`src/rtl/mod_reduce_arbiter.sv`:
```
// Round-robin share of one Barrett engine among NUM_REQ requesters; MODRED_ARB_TIMEOUT_EN adds a WAIT watchdog.
// Latency: accept -> eng_start next cycle -> rsp_valid the cycle after eng_done.
// Backpressure: response held in RESP until rsp_ready; req_ready stays 0 outside IDLE.
module mod_reduce_arbiter #(
    parameter int NUM_REQ        = 4,
    parameter int ID_W           = 2,
    parameter int DATA_WIDTH     = 48,
    parameter int Q_WIDTH        = 23,
    parameter int Q_DEFAULT      = 8380417,
    parameter int TIMEOUT_CYCLES = 15
) (
    input  logic                          clk,
    input  logic                          rst_n,
    input  logic [NUM_REQ-1:0]            req_valid,
    input  logic [NUM_REQ*DATA_WIDTH-1:0] req_data,
    output logic [NUM_REQ-1:0]            req_ready,
    output logic                          rsp_valid,
    input  logic                          rsp_ready,
    output logic [Q_WIDTH-1:0]            rsp_data,
    output logic [ID_W-1:0]               rsp_id,
    output logic                          rsp_err,
    input  logic                          cfg_we,
    input  logic [Q_WIDTH-1:0]            cfg_q,
    output logic                          busy,
    output logic                          eng_start,
    output logic [DATA_WIDTH-1:0]         eng_data_in,
    output logic [Q_WIDTH-1:0]            eng_q,
    input  logic                          eng_done,
    input  logic [Q_WIDTH-1:0]            eng_data_out
);

    typedef enum logic [1:0] {S_IDLE, S_ISSUE, S_WAIT, S_RESP} state_t;

    localparam logic [ID_W-1:0] LAST_ID = ID_W'(NUM_REQ - 1);

    state_t                  r_state;
    state_t                  w_state_nxt;
    logic [ID_W-1:0]         r_rr_ptr;
    logic [Q_WIDTH-1:0]      r_q;
    logic [DATA_WIDTH-1:0]   r_op;
    logic [ID_W-1:0]         r_id;
    logic [Q_WIDTH-1:0]      r_res;
    logic                    w_gnt_vld;
    logic [ID_W-1:0]         w_gnt_id;
    logic [DATA_WIDTH-1:0]   w_gnt_dat;
    logic                    w_accept;
    logic                    w_timeout;

`ifdef MODRED_ARB_TIMEOUT_EN
    logic                    r_err;
    logic [3:0]              r_tcnt;
    assign w_timeout = (r_state == S_WAIT) && !eng_done && (r_tcnt == 4'(TIMEOUT_CYCLES - 1));
    assign rsp_err   = r_err;
`else
    assign w_timeout = 1'b0;
    assign rsp_err   = 1'b0;
`endif

    // Search upward from rr_ptr with wrap; descending loop so the nearest valid wins.
    always_comb begin
        logic [ID_W:0] w_sum;
        w_gnt_vld = 1'b0;
        w_gnt_id  = '0;
        w_sum     = '0;
        for (int k = NUM_REQ - 1; k >= 0; k--) begin
            w_sum = {1'b0, r_rr_ptr} + (ID_W+1)'(k);
            if (w_sum >= (ID_W+1)'(NUM_REQ)) w_sum = w_sum - (ID_W+1)'(NUM_REQ);
            if (req_valid[w_sum[ID_W-1:0]]) begin
                w_gnt_vld = 1'b1;
                w_gnt_id  = w_sum[ID_W-1:0];
            end
        end
    end

    always_comb begin
        w_gnt_dat = '0;
        for (int k = 0; k < NUM_REQ; k++) begin
            if (ID_W'(k) == w_gnt_id) w_gnt_dat = req_data[k*DATA_WIDTH +: DATA_WIDTH];
        end
    end

    assign w_accept    = (r_state == S_IDLE) && !cfg_we && w_gnt_vld;
    assign req_ready   = w_accept ? (NUM_REQ'(1) << w_gnt_id) : '0;
    assign rsp_valid   = (r_state == S_RESP);
    assign rsp_data    = r_res;
    assign rsp_id      = r_id;
    assign busy        = (r_state != S_IDLE);
    assign eng_start   = (r_state == S_ISSUE);
    assign eng_data_in = r_op;
    assign eng_q       = r_q;

    always_comb begin
        w_state_nxt = r_state;
        case (r_state)
            S_IDLE:  if (w_accept) w_state_nxt = S_ISSUE;
            S_ISSUE: w_state_nxt = S_WAIT;
            S_WAIT:  if (eng_done || w_timeout) w_state_nxt = S_RESP;
            S_RESP:  if (rsp_ready) w_state_nxt = S_IDLE;
            default: w_state_nxt = S_IDLE;
        endcase
    end

    always_ff @(posedge clk or negedge rst_n) begin
        if (!rst_n) begin
            r_state <= S_IDLE;
        end else begin
            r_state <= w_state_nxt;
        end
    end

    always_ff @(posedge clk or negedge rst_n) begin
        if (!rst_n) begin
            r_rr_ptr <= '0;
            r_q      <= Q_WIDTH'(Q_DEFAULT);
            r_op     <= '0;
            r_id     <= '0;
            r_res    <= '0;
        end else begin
            // Modulus only moves in IDLE so an in-flight operation sees one Q.
            if (r_state == S_IDLE && cfg_we && cfg_q != '0) r_q <= cfg_q;
            if (w_accept) begin
                r_op <= w_gnt_dat;
                r_id <= w_gnt_id;
            end
            if (r_state == S_WAIT && eng_done) r_res <= eng_data_out;
            else if (w_timeout) r_res <= '0;
            if (r_state == S_RESP && rsp_ready) r_rr_ptr <= (r_id == LAST_ID) ? '0 : r_id + 1'b1;
        end
    end

`ifdef MODRED_ARB_TIMEOUT_EN
    always_ff @(posedge clk or negedge rst_n) begin
        if (!rst_n) begin
            r_err  <= 1'b0;
            r_tcnt <= '0;
        end else begin
            if (r_state == S_ISSUE) r_tcnt <= '0;
            else if (r_state == S_WAIT) r_tcnt <= r_tcnt + 1'b1;
            if (w_accept) r_err <= 1'b0;
            else if (w_timeout) r_err <= 1'b1;
        end
    end
`endif

endmodule
```
`config.mk`:
```
export PLATFORM = sky130hd
export DESIGN_NAME = mod_reduce_arbiter
export DESIGN_NICKNAME = d
export VERILOG_FILES = /design/src/rtl/mod_reduce_arbiter.sv
export SDC_FILE = /design/constraint.sdc
export NUM_CORES = 1
export LEC_CHECK = 0
export BUFFER_PORTS_ARGS = -buffer_cell sky130_fd_sc_hd__buf_2
export CORE_AREA = 2 2 137 139
export CTS_CLUSTER_SIZE = 8
export DETAILED_ROUTE_END_ITERATION = 10
export DIE_AREA = 0 0 139 141
export GPL_ROUTABILITY_DRIVEN = 0
export SETUP_SLACK_MARGIN = 0.2
export SYNTH_ARGS = -nofsm -noshare
export SYNTH_HDL_FRONTEND = slang
export SYNTH_SLANG_ARGS = --single-unit
```
`constraint.sdc`:
```
create_clock -name clk -period 2.56 [get_ports clk]
set_clock_uncertainty 0.05 [all_clocks]
set_input_delay 0.256 -clock clk [delete_from_list [all_inputs] [get_ports clk]]
set_output_delay 0.256 -clock clk [all_outputs]
set_load 0.01 [all_outputs]
```
==> metrics.md <==
| Metric | Value |
|---|---|
| Worst-path fanout max | `27` |
| Initial antenna violation count | `1` |
| Clk pwr share | `around 17%` |
| CTS root buf | `clkbuf_16` |
| FP Rows | `50` |
| Cell leakage power | `about 3.8 nW` |
| Power Internal | `5.16 mW` |
| Number of synthesized flops with an enable pin | `0` |
| Syn. warnings | `0` |
| Largest net degree at the start of global routing | `47` |
| Inserted Clock Buffers | `9` |
| Buffer depth of the longest clock path | `2` |
| Worst setup EP type | `output pin` |
| Synthesized net count | `726` |
| Unique masters post-synth | `between 40 and 50` |
| Post-route ant nets | `0` |
| Total power | `8.46 mW` |
| Synth Instances | `473` |
| Tcrit/Tclk final | `88.4%` |
| Startpoint types | `flop` |
| Ports | `351` |
| Placed Instance Area | `0.00730 mm^2` |
| Switch share | `38.9%` |
| Port Buffers | `349` |
| Synth Flop Type | `dfrtp_1` |
| Initial Util | `28.8%` |
| Chip height | `141 um` |
| Post-DR wirelength/cell | `18.0 um` |
| CP Buf/Inv Count | `2` |
| Routed vias | `5269` |
| Final Critical Period | `approximately 2300 ps` |
| Post-synthesis async set-or-reset flop share | `100%` |
| Routed Wire Length | `19100 um` |
| Slew margin rel. | `between 60% and 70%` |
| Die X | `139 um` |
| TritonRoute pass-1 iters | `4` |
| Worst Path Arrival | `1960 ps` |
| #FFs+latches synth | `100` |
| Clock Latency Late Sink | `350 ps` |
| Logic pwr share | `between 40% and 50%` |
| Share of cells above drive strength 1 | `approximately 57%` |
| RSZ-0062 raised after global routing | `false` |
| Syn avg cell area | `11.1 um^2` |
| Area delta synth->final | `46.8%` |
| Post-DP HPWL | `14500 um` |
| Final setup TNS | `0 ps` |
| Layout Utilization | `42.3%` |
| Peak VDD IR | `0.580 mV` |
| Final setup fails | `0` |
| Nets | `~1.1k` |
| Seq/Total Area, Yosys | `47.8%` |
| Iteration-0 DRC Markers | `209` |
| Slowest cell on the critical path | `dfrtp_1` |
| PD cells | `about 1100 mW/mm^2` |
| CP required | `about 2300 ps` |
| H-tree levels | `3` |
| DRC viols | `0` |
| Final Cell Area | `between 0.007 and 0.008 mm^2` |
| Crit-path leading delay family | `simple AND/OR/NAND/NOR gates` |
| Drt via density | `about 5` |
| Clock sink count | `100` |
| Netlist Area Pre-Place | `approximately 0.0053 mm^2` |
| Global-route wire length before repair | `29000 um` |
| Total GRT Usage | `18.9%` |
| Setup WS pre-CTS | `282 ps` |
| Worst setup path class | `flop to output pin` |
| Sequential Power Share | `~34%` |
| Final WS setup | `296 ps` |
| Vias in the first global route | `5380` |
| Max-cap viol count | `0` |
| Fillers | `1807` |
| Crit-path cells | `nor2b_1 -> o21ai_1 -> o211ai_1 -> nand2_2 -> buf_8 -> nor2_1 -> buf_2` |
| Final Hold Viols | `0` |
| Number of non-filler instances in the completed layout | `1061` |
| Status | `complete, no violations` |
| Most frequent cells in the layout | `348 x buf_2, 88 x dfrtp_1, 53 x nor2_1` |
| CTS tree | `built` |
| Commonest non-fill, non-tap cell in the layout | `buf_2` |
| Clock Pin Slew Worst Setup and Hold Paths | `roughly 80 ps` |
| Worst hold path class | `primary input to flop` |
| P_sw | `3.29 mW` |
| Cells after DPL | `between 1k and 1.5k` |
| Grt total ovfl | `0` |
| Die area | `0.0196 mm^2` |
| Core footprint | `0.0183 mm^2` |
| Max Clock Freq | `442 MHz` |
| Worst-Margin Slew | `approximately 600 ps` |
| Max Slew Vio Count | `0` |
| Hold_ws | `about 73 ps` |
| Max stage delay on crit path | `approximately 430 ps` |
-- metal layers --
layer	up-vias	GRT usage, %	wire [um]
li1	2491	-	-
met1	2492	22.3	7650
met2	260	32.9	9380
met3	26	5.77	1720
met4	0	6.65	357
met5	-	0	0
-- power by group through the flow --
stage	registers [mW]	clock network, mW	logic [mW]
final	2.85	1.40	4.20
after global routing	2.95	1.52	4.59
after CTS	2.85	1.46	4.21
after detailed placement	2.87	0	4.16
after global placement	2.85	0	4.10
after floorplan	3.22	0	2.09
-- cell type report --
cell class	count	area (um^2)	area share, %
Clock buffer	10	229	2.97
Timing Repair Buffer	375	2000	25.9
Tap cell	234	293	3.79
Sequential cell	100	2520	32.6
Multi-Input combinational cell	328	2580	33.4
Antenna cell	1	2.50	0.0324
Clock inverter	6	70.1	0.907
Inverter	7	26.3	0.340
-- registers in the layout (all words and copies together), names as in the netlist --
name         flops
r_state          2
r_rr_ptr         2
rsp_data        23
eng_data_in     48
rsp_id           2
eng_q           23
-- kinds of logic after synthesis --
| family | Yosys count | share of synthesized area (%) |
|---|---|---|
| other cells | 1 | 0.0713 |
| flops | 100 | 47.8 |
| buf+inv | 45 | 4.14 |
| simple gates | 100 | 8.61 |
| compound gates | 135 | 20.4 |
| mux | 86 | 17.5 |
| fa+ha+maj | 6 | 1.43 |
-- synthesized netlist by cell type, types with 2 or more instances --
cell type	instances	area (um^2)
dfrtp_1	89	2230
nor2_1	54	203
mux2_2	48	541
mux2i_1	38	380
o22ai_1	32	200
a221oi_1	25	219
nand2_1	20	75.1
clkbuf_1	15	56.3
buf_2	14	70.1
dfstp_2	11	289
o31ai_1	11	82.6
a22oi_1	10	75.1
a2bb2oi_1	10	87.6
o21bai_1	10	75.1
inv_1	7	26.3
nor3_1	7	35.0
a211oi_1	6	45.0
a221oi_2	6	90.1
ha_1	6	75.1
o2bb2ai_1	6	52.6
nor4_1	5	31.3
a21oi_1	4	20.0
buf_4	4	30.0
o21ai_0	4	20.0
nand2b_1	3	18.8
o211ai_1	3	22.5
buf_1	2	7.51
buf_6	2	22.5
nor2b_1	2	12.5
-- worst paths after layout --
check | startpoint | endpoint | slack [ps] | depth (start not counted)
worst max-delay path | r_rr_ptr[0]$_DFFE_PN0P_ | req_ready[2] | 300 | 7
worst min-delay path | eng_data_out[13] | rsp_data[13]$_DFFE_PN0P_ | 70 | 2
worst max register to register | r_state[1]$_DFFE_PN0P_ | r_state[1]$_DFFE_PN0P_ | 300 | 10
worst min register to register | eng_data_in[10]$_DFFE_PN0N_ | eng_data_in[10]$_DFFE_PN0N_ | 440 | 2
max in group asynchronous | rst_n | eng_q[15]$_DFFE_PN1P_ | 1320 | 3
min in group asynchronous | rst_n | eng_data_in[0]$_DFFE_PN0N_ | 390 | 2
-- timing repair --
action / in CTS / in global routing
endpoints found under the setup margin: 4 / 5
gates resized for setup: 5 / 8
hold buffers: 1 / 0
pin swaps: 1 / 2
hold endpoints to repair: 38 / 0
gates cloned: 0 / 0
buffers inserted: 3 / 4
(Power assumes the default switching activity.)
